## config.mk

```make
export PLATFORM = sky130hd
export DESIGN_NAME = dut_fifo_top_flat
export DESIGN_NICKNAME = d
export VERILOG_FILES = /design/src/rtl/dut_fifo_top_if.sv /design/src/rtl/dut_fifo_top.sv /design/src/flat_wrapper.sv
export SDC_FILE = /design/constraint.sdc
export NUM_CORES = 1
export LEC_CHECK = 0
export BUFFER_PORTS_ARGS = -buffer_cell sky130_fd_sc_hd__buf_2
export CAP_MARGIN = 40
export CORE_UTILIZATION = 63
export DETAILED_ROUTE_END_ITERATION = 8
export GPL_TIMING_DRIVEN = 0
export PLACE_DENSITY_LB_ADDON = 0.12
export SYNTH_ARGS = -nofsm -noshare
export SYNTH_HDL_FRONTEND = slang
export SYNTH_SLANG_ARGS = --single-unit
```

## constraint.sdc

```tcl
create_clock -name clk -period 5.33 [get_ports clk]
set_input_delay 0 -clock clk [delete_from_list [all_inputs] [get_ports clk]]
set_output_delay 0 -clock clk [all_outputs]
set_load 0.05 [all_outputs]
```

## src/rtl/dut_fifo_top_if.sv

```systemverilog
`default_nettype none
// ---------------------------------------------------------------------------
// dut_fifo_top_if : write/read handshake and status bundle for dut_fifo_top
// Rev 1.0
// ---------------------------------------------------------------------------
interface dut_fifo_top_if #(
  parameter int DATA_WIDTH = 8,
  parameter int DEPTH      = 16
);
  localparam int CW = $clog2(DEPTH) + 1;

  logic                  wr_en;
  logic [DATA_WIDTH-1:0] wr_data;
  logic                  rd_en;
  logic [DATA_WIDTH-1:0] rd_data;
  logic                  rd_valid;
  logic                  full;
  logic                  empty;
  logic                  almost_full;
  logic                  almost_empty;
  logic [CW-1:0]         count;
  logic                  overflow;
  logic                  underflow;

  modport master (
    output wr_en, wr_data, rd_en,
    input  rd_data, rd_valid, full, empty, almost_full, almost_empty,
           count, overflow, underflow
  );

  modport slave (
    input  wr_en, wr_data, rd_en,
    output rd_data, rd_valid, full, empty, almost_full, almost_empty,
           count, overflow, underflow
  );
endinterface
`default_nettype wire

```

## src/rtl/dut_fifo_top.sv

```systemverilog
`default_nettype none
// ---------------------------------------------------------------------------
// dut_fifo_top : single-clock FIFO with registered read data and sticky errors
// Rev 1.0
// ---------------------------------------------------------------------------
module dut_fifo_top #(
  parameter int DATA_WIDTH = 8,
  parameter int DEPTH      = 16,
  parameter int AF_LEVEL   = DEPTH - 2,
  parameter int AE_LEVEL   = 2
) (
  input  wire logic       clk,
  input  wire logic       reset,
  dut_fifo_top_if.slave   bus
);
  localparam int AW = $clog2(DEPTH);
  localparam int CW = AW + 1;
  localparam logic [CW-1:0] FULL_COUNT = CW'(DEPTH);
  localparam logic [CW-1:0] AF_COUNT   = CW'(AF_LEVEL);
  localparam logic [CW-1:0] AE_COUNT   = CW'(AE_LEVEL);

  logic [DATA_WIDTH-1:0] mem [DEPTH];
  logic [AW-1:0]         wr_ptr;
  logic [AW-1:0]         rd_ptr;
  logic [CW-1:0]         count;
  logic [DATA_WIDTH-1:0] rd_data;
  logic                  rd_valid;
  logic                  overflow;
  logic                  underflow;

  logic full;
  logic empty;
  logic wr_accept;
  logic rd_accept;

  assign full      = (count == FULL_COUNT);
  assign empty     = (count == '0);
  // Acceptance uses the pre-edge flags: a full FIFO still serves a read but
  // refuses the write, and an empty FIFO never forwards a same-cycle write.
  assign wr_accept = bus.wr_en && !full;
  assign rd_accept = bus.rd_en && !empty;

  always_ff @(posedge clk) begin
    if (wr_accept) begin
      mem[wr_ptr] <= bus.wr_data;
    end
  end

  always_ff @(posedge clk or negedge reset) begin
    if (!reset) begin
      wr_ptr    <= '0;
      rd_ptr    <= '0;
      count     <= '0;
      rd_data   <= '0;
      rd_valid  <= 1'b0;
      overflow  <= 1'b0;
      underflow <= 1'b0;
    end else begin
      if (wr_accept) begin
        wr_ptr <= wr_ptr + 1'b1;
      end
      if (rd_accept) begin
        rd_data  <= mem[rd_ptr];
        rd_valid <= 1'b1;
        rd_ptr   <= rd_ptr + 1'b1;
      end else begin
        rd_valid <= 1'b0;
      end
      case ({wr_accept, rd_accept})
        2'b10:   count <= count + 1'b1;
        2'b01:   count <= count - 1'b1;
        default: count <= count;
      endcase
      if (bus.wr_en && full) begin
        overflow <= 1'b1;
      end
      if (bus.rd_en && empty) begin
        underflow <= 1'b1;
      end
    end
  end

  assign bus.rd_data      = rd_data;
  assign bus.rd_valid     = rd_valid;
  assign bus.count        = count;
  assign bus.full         = full;
  assign bus.empty        = empty;
  assign bus.almost_full  = (count >= AF_COUNT);
  assign bus.almost_empty = (count <= AE_COUNT);
  assign bus.overflow     = overflow;
  assign bus.underflow    = underflow;

endmodule
`default_nettype wire

```

## src/flat_wrapper.sv

```systemverilog
// flat-port wrapper written by rule: the top's interface ports become plain ports
module dut_fifo_top_flat 
#(
  parameter int DATA_WIDTH = 8,
  parameter int DEPTH      = 16,
  parameter int AF_LEVEL   = DEPTH - 2,
  parameter int AE_LEVEL   = 2
)
  (clk, reset, bus_wr_en, bus_wr_data, bus_rd_en, bus_rd_data, bus_rd_valid, bus_full, bus_empty, bus_almost_full, bus_almost_empty, bus_count, bus_overflow, bus_underflow);
  dut_fifo_top_if #(.DATA_WIDTH(DATA_WIDTH), .DEPTH(DEPTH)) bus_i ();
  input  wire logic clk;
  input  wire logic reset;
  input wire logic [$bits(bus_i.wr_en)-1:0] bus_wr_en;
  input wire logic [$bits(bus_i.wr_data)-1:0] bus_wr_data;
  input wire logic [$bits(bus_i.rd_en)-1:0] bus_rd_en;
  output wire logic [$bits(bus_i.rd_data)-1:0] bus_rd_data;
  output wire logic [$bits(bus_i.rd_valid)-1:0] bus_rd_valid;
  output wire logic [$bits(bus_i.full)-1:0] bus_full;
  output wire logic [$bits(bus_i.empty)-1:0] bus_empty;
  output wire logic [$bits(bus_i.almost_full)-1:0] bus_almost_full;
  output wire logic [$bits(bus_i.almost_empty)-1:0] bus_almost_empty;
  output wire logic [$bits(bus_i.count)-1:0] bus_count;
  output wire logic [$bits(bus_i.overflow)-1:0] bus_overflow;
  output wire logic [$bits(bus_i.underflow)-1:0] bus_underflow;
  assign bus_i.wr_en = bus_wr_en;
  assign bus_i.wr_data = bus_wr_data;
  assign bus_i.rd_en = bus_rd_en;
  assign bus_rd_data = bus_i.rd_data;
  assign bus_rd_valid = bus_i.rd_valid;
  assign bus_full = bus_i.full;
  assign bus_empty = bus_i.empty;
  assign bus_almost_full = bus_i.almost_full;
  assign bus_almost_empty = bus_i.almost_empty;
  assign bus_count = bus_i.count;
  assign bus_overflow = bus_i.overflow;
  assign bus_underflow = bus_i.underflow;
  dut_fifo_top #(.DATA_WIDTH(DATA_WIDTH), .DEPTH(DEPTH), .AF_LEVEL(AF_LEVEL), .AE_LEVEL(AE_LEVEL)) u_core (.clk(clk), .reset(reset), .bus(bus_i));
endmodule
```

# ---- Word level (Yosys, flattened, before mapping)
# Memory sizes are Yosys's and may differ from the RTL's. A register that Yosys moved wholly into a read port is not among the register bits.
# Cells that the tools add are included.
dict set report op_classes {
  add_sub_neg 4
  n_lt_le_gt_ge 2
  n_eq_ne 3
  mux 4
  n_reduce_logical 9
}
# operator count
set ops {}
lappend ops {{5-bit case mux with 2 select lines} 1}
lappend ops {{4-bit by 1-bit adder with 4-bit output, second input constant} 2}
lappend ops {{5-bit by 1-bit adder with 5-bit output, second input constant} 1}
lappend ops {{5-bit equality test, second input constant} 1}
lappend ops {{5-bit by 4-bit greater-or-equal comparator with 1-bit output, second input constant} 1}
lappend ops {{5-bit by 2-bit less-or-equal comparator with 1-bit output, second input constant} 1}
lappend ops {{5-bit logical NOT} 1}
lappend ops {{5-bit by 1-bit subtractor with 5-bit output, second input constant} 1}
lappend ops {{1-bit logical AND} 4}
lappend ops {{1-bit logical NOT} 3}
lappend ops {{1-bit two-way mux} 3}
lappend ops {{2-bit by 1-bit equality test with 1-bit output, second input constant} 1}
lappend ops {{2-bit equality test, second input constant} 1}
lappend ops {{2-bit nonzero test} 1}
dict set report totals {
  ff_bits 16
  ramBits 128
  input_bits 12
  elab_cells 29
  n_memories 1
}
# name depth word_bits read_ports rd_ports_with_merged_regs wr line_no
set memory_table {}
lappend memory_table {u_core.mem 16 8 1 1 1 dut_fifo_top.sv:22} ;# logic [DATA_WIDTH-1:0] mem [DEPTH];

# ---- Depth between registers and ports, before layout
# Gate-level depths: netlist of the first run.
dict set report logic_depth {
  word_depth 5
  ltp_mapped 13
  mapped_depth_nobuf 10
}

# ---- Worst setup path after synthesis of the first run
# Ideal clock, no wire load.
dict set report synth_timing {
  path_kind {register -> output}
  from {reg u_core.count[2] (netlist: u_core.bus.count[2])}
  to {out bus_almost_empty}
  arrival_ns 3.324
  required_time_ns 5.330
  setup_slack_ns 2.006
  stages_incl_launch_ff 3
  path_buffers 1
  path_cell_list {dfrtp_1 -> clkbuf_1 -> a2111oi_0}
}
dict set report synth_between {
  elab_chain_cells 1
}
# element line_no
set synth_rtl {}
lappend synth_rtl {{from (decl)} dut_fifo_top.sv:25} ;# logic [CW-1:0] count;
lappend synth_rtl {{from (signal assigned)} dut_fifo_top.sv:70} ;# 2'b10: count <= count + 1'b1;
lappend synth_rtl {{from (signal assigned)} dut_fifo_top.sv:71} ;# 2'b01: count <= count - 1'b1;
lappend synth_rtl {{from (signal assigned)} dut_fifo_top.sv:72} ;# default: count <= count;
lappend synth_rtl {{5-bit by 2-bit less-or-equal comparator with 1-bit output} dut_fifo_top.sv:89} ;# assign bus.almost_empty = (count <= AE_COUNT);
lappend synth_rtl {{to (decl)} flat_wrapper.sv:21} ;# output wire logic [$bits(bus_i.almost_empty)-1:0] bus_almost_empty;
# No other way between the ends.

# ---- Worst setup path in the final report of the first run
dict set report layout_timing {
  from {reg u_core.count[0] (netlist: u_core.bus.count[0])}
  to {reg u_core.count[4] (netlist: u_core.bus.count[4])}
}
dict set report layout_between {
  elab_chain_cells 5
}
# element line_no
set layout_rtl {}
lappend layout_rtl {{5-bit equality test / 5-bit logical NOT (equally long branches)} {dut_fifo_top.sv:36, dut_fifo_top.sv:37}}
lappend layout_rtl {{1-bit logical NOT, on equally long branches} {dut_fifo_top.sv:40, dut_fifo_top.sv:41}}
lappend layout_rtl {{1-bit logical AND, on equally long branches} {dut_fifo_top.sv:40, dut_fifo_top.sv:41}}
lappend layout_rtl {{2-bit by 1-bit equality test with 1-bit output / 2-bit equality test (equally long branches)} dut_fifo_top.sv:69} ;# case ({wr_accept, rd_accept})
lappend layout_rtl {{5-bit case mux with 2 select lines / 2-bit nonzero test (equally long branches)} -}
# Parallel ways exist; a longest one is shown, timed or not.
# A chain may end at the register's enable or synchronous reset.

==> results of run 1 <==
[sequential cells by signal, indices dropped and copies added, names as in the netlist]
register,flops
u_core.mem,128
u_core.bus.rd_data,8
u_core.bus.count,5
u_core.rd_ptr,4
u_core.wr_ptr,4
u_core.bus.overflow,1
u_core.bus.rd_valid,1
u_core.bus.underflow,1
[through the flow]
stage	worst slack, ps	instances	utilization (%)	power, µW	hold WS, ps
floorplan	2010	324	-	2630	-296
global placement	2460	484	69.4	2930	18.2
detailed placement	2410	494	70.3	2990	31.1
CTS	2390	537	77.7	4180	10.3
global route	2220	537	77.7	4330	56.2
finish	2410	537	77.7	4150	19.9
[cells in the mapped netlist, types with 2 or more instances]
library cell | count | area share [%]
edfxtp_1 | 128 | 62
mux4_2 | 32 | 12
dfrtp_1 | 24 | 9.7
nand2_1 | 20 | 1.2
mux2i_1 | 16 | 2.6
nor2_1 | 14 | 0.85
ha_1 | 9 | 1.8
o221ai_2 | 8 | 1.9
xnor2_1 | 7 | 0.99
clkbuf_1 | 6 | 0.36
nor3_1 | 6 | 0.49
buf_2 | 5 | 0.40
inv_1 | 5 | 0.30
o21ai_0 | 5 | 0.40
buf_6 | 4 | 0.73
a21oi_1 | 3 | 0.24
buf_4 | 3 | 0.36
nand2b_1 | 3 | 0.30
xor2_1 | 3 | 0.42
a21o_1 | 2 | 0.24
[area by class of cell]
| type | instances | share of cell area [%] |
|---|---|---|
| Clock buffer | 19 | 5.79 |
| Timing Repair Buffer | 52 | 4.64 |
| Inverter | 6 | 0.309 |
| Tap cell | 129 | 2.22 |
| Sequential cell | 152 | 61.0 |
| Multi-Input combinational cell | 147 | 22.1 |
| Clock inverter | 13 | 2.32 |
| Buffer | 19 | 1.63 |
[repair_timing]
action                                  CTS  global route
buffers inserted                          0             0
endpoints found under the setup margin    0             0
hold endpoints to repair                160             0
hold buffers                             11             0
[worst max-delay path: cells and delay by family (launching register included)]
family                     cells  cell delay (ps)
xor gates and xnor gates       2              250
DFF                            1              460
buffers and inverters          3              500
and+or+nand+nor                1              430
adders and majority gates      2              380
AOI/OAI and AO/OA              4              770
[routing by layer]
| layer | track usage [%] | up-vias | routed length (µm) |
|---|---|---|---|
| met3 | 5.31 | 16 | 522 |
| met2 | 43.6 | 105 | 6130 |
| li1 | - | 1430 | - |
| met1 | 34.4 | 1640 | 4890 |
| met4 | 11.0 | 0 | 214 |
| met5 | 0 | - | 0 |
[layout by cell type, fill, tap and decap left out, drive strengths merged, types with 2 or more instances in the layout]
master         n
o31ai          2
xor2           3
dlygate4sd3   11
ha             9
edfxtp       128
clkbuf        25
nand2b         4
inv            9
o221ai         8
a21oi          3
buf           54
mux2i         16
o21ai          5
nor2          14
nand2         22
bufinv         3
nor3           6
dfrtp         24
clkinv         3
a21o           2
mux4          32
clkinvlp       4
xnor2          7
nand4          2
[power by group through the flow]
stage / Sequential, µW / Clock [µW] / Combinational [µW]
CTS: 1570 / 1200 / 1410
floorplan: 1770 / 0 / 859
detailed placement: 1590 / 0 / 1390
global route: 1590 / 1250 / 1500
global placement: 1590 / 0 / 1340
finish: 1570 / 1190 / 1390
[cells by family after synthesis]
| group | Yosys count | synth area share [%] |
|---|---|---|
| flops | 152 | 71.8 |
| simple gates | 54 | 4.31 |
| mux | 49 | 14.4 |
| compound gates | 25 | 3.98 |
| buf+inv | 25 | 2.28 |
| xor+xnor | 10 | 1.41 |
| fa+ha+maj | 9 | 1.82 |
[worst max path at each step]
stage / startpoint / slack, ps / depth (start not counted) / to
after global placement: u_core.bus.count[0] / 2460 / 12 / u_core.bus.count[4]
after detailed placement: u_core.bus.count[0] / 2410 / 12 / u_core.bus.count[4]
after global routing: u_core.bus.count[0] / 2220 / 12 / u_core.bus.count[4]
final: u_core.bus.count[0] / 2410 / 12 / u_core.bus.count[4]
after CTS: u_core.bus.count[0] / 2390 / 12 / u_core.bus.count[4]
after floorplan: u_core.bus.count[2] / 2010 / 2 / bus_almost_empty
==> reports/metrics.yaml, run 1 <==
route:
  drc: 0
  dr.pass1.iters: 4
  ant_nets: 0
  vias: 3191
  vias_per_cell: 5.94
  drt_iter0_drc: 239
  wl_per_cell_um: 21.9
  wl_mm: 11.8
synthesis:
  yosysUniqueCellTypes: 41
  avgSynthCellArea_um2: 19.1
  synth_seq_area_share_pct: 71.8
  ys_async_sr_fraction_pct: 15.8
  synth_edf_count: 128
  synth_warnings: 0
  ys.flop_type: "edfxtp_1"
  synth_area_mm2: 0.00619
  ys_seq_elements: 152
  syn_inst: 324
  synth_nets: 345
placement:
  port_buffers: 31
  placed_cell_area_mm2: 0.00659
  gp_congestion: 0.774
  place_hpwl_mm: 7.83
grt:
  grt_pass1_vias: 3326
  grt_max_degree: 25
  grt-ovfl-total: 0
  antenna_found_initial: 0
  grt_use_total_pct: 26.2
  grt_pass1_wl_mm: 18.5
finish:
  regArea_mm2: 0.00444
  drive_gt1_share_pct: 32.4
  fin_area_mm2: 0.00729
  fillers: 532
  antennaDiodeCount: 0
  final_nets: 416
  multi_input_area_mm2: 0.00161
  syn_to_final_growth_pct: 17.7
setup_path:
  cp.arrival_ps: 3330
  r2r-end: "u_core.bus.count[4]"
  r2r_start: "u_core.bus.count[0]"
  worstSetupEndpointType: "flip-flop"
  slowest_delay_ps: 460
  cp-start-kind: "flip-flop"
  reg2reg_slack_ps: 2410
  cpMostUsedCell: "ha_1"
  path_class: "reg2reg"
  cpMaxStageDelayCell: "dfrtp_1"
  ff2ff_path_depth: 12
  critPathRequiredTime_ps: 5730
  cp_cell_sequence: "or3_4 -> o31a_1 -> buf_6 -> inv_1 -> ha_1 -> clkbuf_1 -> xor2_1 -> ha_1 -> o211a_1 -> o31ai_1 -> a31oi_1 -> xnor2_1"
  worst-path-max-fanout: 9
clock_tree:
  htreeDepth: 4
  cts_tree: "built"
  cts_sinks: 152
  root_buffer: "clkbuf_8"
  clk_path_buf_depth: 2
  clkLatencyLatePin_ps: 520
  cts.repair.resized: 0
  cts_buffers: 17
  clk_pin_slew_ps: 70
pwr:
  powerDensity_mw_per_mm2: 569
  p_int_uw: 2740
  swShare_pct: 34.0
  irDropWorstVdd_mv: 0.292
  p_sw_uw: 1410
  clkPwrFrac_pct: 28.6
  power.leakage_uw: 0.00261
  comb_power_share_pct: 33.5
  seqPwrFrac_pct: 37.9
worst_hold_path:
  hp-class: "in2async"
floorplan:
  die_w_um: 101
  io_pins: 32
  rows: 35
  coreArea_mm2: 0.00937
  die_y_um: 101
  die-area_mm2: 0.0102
  start_util_pct: 66.1
timing:
  tightest_slew_ps: 874
  hold_violations: 0
  finalCriticalPeriod_ps: 2920
  fin_crit_sh_pct: 54.8
  finClkSkew_ps: 12.3
  relSlewSlack_pct: 41.5
  drv_slew: 0
  fmax_mhz: 342
  setup_violations: 0
  tns_ps: 0
  rsz0062_at_grt: "false"
outcome:
  status: "completed"
job:
  cap_viol_max_count: 0
(Power assumes the default switching activity.)
==> run 2: changes to the inputs <==
--- a/config.mk
+++ b/config.mk
@@ -5,9 +5,10 @@
 export SDC_FILE = /design/constraint.sdc
 export NUM_CORES = 1
 export LEC_CHECK = 0
+export ABC_AREA = 1
 export BUFFER_PORTS_ARGS = -buffer_cell sky130_fd_sc_hd__buf_2
 export CAP_MARGIN = 40
-export CORE_UTILIZATION = 63
+export CORE_UTILIZATION = 61
 export DETAILED_ROUTE_END_ITERATION = 8
 export GPL_TIMING_DRIVEN = 0
 export PLACE_DENSITY_LB_ADDON = 0.12
==> constraint.sdc (replaced) <==
create_clock -name clk -period 2.9 [get_ports clk]
set_input_delay 0 -clock clk [delete_from_list [all_inputs] [get_ports clk]]
set_output_delay 0 -clock clk [all_outputs]
set_load 0.05 [all_outputs]
==> reports/metrics.yaml, run 2 <==
setup_path:
  critPathRequiredTime_ps: 3370  # -2360 ps
  worstSetupEndpointType: "flip-flop"
  path_class: "reg2reg"
  reg2reg_slack_ps: 400  # -2010 ps
  cp.arrival_ps: 2970  # -360 ps
  cp-start-kind: "flip-flop"
  worst-path-max-fanout: 12  # +3
  r2r_start: "u_core.bus.count[2]"
  r2r-end: "u_core.bus.count[4]"
  ff2ff_path_depth: 15  # +3
worst_hold_path:
  holdPathStages: 3
  hp-start: "bus_wr_en"
  min_to: "u_core.bus.overflow"
  hp-class: "in2reg"
timing:
  tightest_slew_ps: 754  # -120 ps
  relSlewSlack_pct: 49.6  # +8.0 points
  rsz0062_at_grt: "false"
  drv_slew: 0  # unchanged
  tns_ps: 0  # unchanged
  finClkSkew_ps: 8.60  # -3.70 ps
  setup_violations: 0  # unchanged
  finalCriticalPeriod_ps: 2500  # -423 ps
  hold_violations: 0  # unchanged
  fmax_mhz: 400  # +17%
  worst_slack_ps: 401  # -2010 ps
  fin_crit_sh_pct: 86.2  # +31 points
finish:
  mostFrequentLayoutCells: "222 x nand2_1, 128 x edfxtp_1, 110 x inv_1, 103 x nand3_1, 47 x buf_2"
  final_common_cell: "nand2_1"
  final_util_pct: 72.0  # -5.8 points
  syn_to_final_growth_pct: 15.1
  final_nets: 760  # +83%
  largestRegisters: "u_core.mem: 128 flops, u_core.bus.rd_data: 8 flops, u_core.bus.count: 5 flops"
  top_register: "u_core.mem"
  fin_area_mm2: 0.00780  # +7.1%
  drive_gt1_share_pct: 13.4  # -19 points
  largest_reg_flops: 128  # unchanged
  antennaDiodeCount: 0  # unchanged
synthesis:
  synth_seq_area_share_pct: 65.6  # -6.2 points
  ys_seq_elements: 152  # unchanged
  synth_edf_count: 128  # unchanged
  ys_async_sr_fraction_pct: 15.8  # unchanged
  synth_warnings: 0  # unchanged
  ys.flop_type: "edfxtp_1"
  synth_common_cells: "222 x nand2_1, 128 x edfxtp_1, 110 x inv_1, 103 x nand3_1, 24 x dfrtp_1"
  synth_top_cell_area_share_pct: 56.7  # -5.4 points
  syn_inst: 676  # +110%
  yosysMostFrequentCell: "nand2_1"
  yosysUniqueCellTypes: 24  # -41%
  avgSynthCellArea_um2: 10.0  # -48%
  synth_nets: 697  # +100%
  synth_area_mm2: 0.00678  # +9.5%
  synth_top_cell_by_area: "edfxtp_1"
  synth_area_leaders: "edfxtp_1 57%, nand2_1 12%, dfrtp_1 8.9%, nand3_1 7.6%, inv_1 6.1%"
clock_tree:
  clk_path_buf_depth: 2  # unchanged
  cts_setup_buffers: 0  # unchanged
  cts_sinks: 152  # unchanged
  cts_hold_buf: 12  # +1
  cts.repair.resized: 0  # unchanged
  clk_pin_slew_ps: 70  # about the same
  root_buffer: "clkbuf_8"
  clkLatencyLatePin_ps: 530  # about the same
  cts_tree: "built"
  cts_buffers: 17  # unchanged
  htreeDepth: 4  # unchanged
placement:
  placed_cell_area_mm2: 0.00711  # +7.9%
  gp_congestion: 0.906  # +17%
  place_hpwl_mm: 10.4  # +32%
  pre_cts_ws_ps: 421  # -1990 ps
  port_buffers: 31  # unchanged
route:
  vias: 4835  # +52%
  wl_mm: 15.8  # +34%
  drt_iter0_drc: 458  # +92%
  wl_per_cell_um: 17.7  # -19%
  vias_per_cell: 5.42  # -8.8%
  dr.pass1.iters: 5  # +1
  ant_nets: 0  # unchanged
  drc: 0  # unchanged
floorplan:
  io_pins: 32  # unchanged
  coreArea_mm2: 0.0108  # +16%
  die_y_um: 107  # +6.2%
  die-area_mm2: 0.0115  # +13%
  die_w_um: 107  # +6.2%
  rows: 38  # +8.6%
  start_util_pct: 62.5  # -3.5 points
pwr:
  power.leakage_uw: 0.00357  # +37%
  p_sw_uw: 3390  # +140%
  seqPwrFrac_pct: 35.5  # -2.4 points
  p_int_uw: 4770  # +74%
  irDropWorstVdd_mv: 0.745  # +160%
  swShare_pct: 41.6  # +7.5 points
  comb_power_share_pct: 39.1  # +5.6 points
  clkPwrFrac_pct: 25.4  # -3.2 points
  powerDensity_mw_per_mm2: 1050  # +84%
grt:
  antenna_found_initial: 0  # unchanged
  grt_pass1_vias: 4559  # +37%
  grt_max_degree: 25  # unchanged
  grt_use_total_pct: 29.7  # +3.5 points
  grt_pass1_wl_mm: 24.3  # +31%
  grt-ovfl-total: 0  # unchanged
job:
  cap_viol_max_count: 0  # unchanged
outcome:
  status: "completed"
## run 2: changes by cell type after synthesis, sizes merged, moves of 8 or more
cell    previous run  this run
buf               13        24
inv                6       120
mux2i             16         0
mux4              32         0
nand2             22       223
nand3              1       103
o221ai             8         0
## run 2: layout make-up
type | count | area [µm²]
plain buffers | 26 | 155
multi-input cells | 378 | 1730
well taps | 140 | 175
clock buffers | 18 | 418
repair buffers | 44 | 290
flip-flops and latches | 152 | 4440
fillers | 774 | 3040
inverters | 120 | 450
clock inverters | 14 | 140
## run 2: critical path, cell delays in order, from the launching register on
cell and delay [ps]:
dfrtp_1 450, nor2_2 190, nand4_2 150, nand2_4 160, inv_2 80, buf_6 150, ha_1 280, xor2_1 240
ha_1 180, inv_1 40, nand2_1 100, nand3_1 90, nand2_1 90, xor2_1 140, nand2_1 60, nand2_1 50
## run 2: power by group through the flow
| stage | combinational (µW) | clock, µW | sequential [µW] |
|---|---|---|---|
| floorplan | 1870 | 0 | 3270 |
| global placement | 3040 | 0 | 2920 |
| detailed placement | 3090 | 0 | 2940 |
| CTS | 3140 | 2100 | 2900 |
| global route | 3460 | 2180 | 2930 |
| finish | 3190 | 2080 | 2900 |
## run 2: kinds of logic (layout without fill, tap and decap cells)
group	Yosys count	in the layout	share of synthesized area, %
and+or+nand+nor	346	346	21.4
DFF	152	152	65.6
buffers and inverters	146	222	8.94
AOI/OAI and AO/OA	13	13	1.11
xor gates and xnor gates	10	10	1.29
adders and majority gates	9	9	1.66
## run 2: worst max-delay path by stage
stage / endpoint / slack [ps] / startpoint
6_report: u_core.bus.count[4] / 400 / u_core.bus.count[2]
5_1_grt: u_core.bus.count[4] / 160 / u_core.bus.count[2]
4_1_cts: u_core.bus.count[4] / 400 / u_core.bus.count[2]
3_5_place_dp: u_core.bus.count[4] / 420 / u_core.bus.count[2]
3_3_place_gp: u_core.bus.count[4] / 470 / u_core.bus.count[2]
2_1_floorplan: u_core.bus.count[4] / 390 / u_core.bus.count[2]
## run 2: layer usage
metal | GRT usage, % | share of wire [%]
met3 | 6.30 | 7.1
met5 | 0 | 0
met4 | 11.1 | 2.0
met1 | 41.3 | 43
met2 | 46.4 | 47
## run 2: through the flow
step,std cells,total power [µW],hold WS [ps]
6_report,892,8160,234
4_1_cts,891,8130,212
3_3_place_gp,847,5960,7.90
5_1_grt,892,8570,238
3_5_place_dp,847,6030,8.09
2_1_floorplan,676,5140,-296
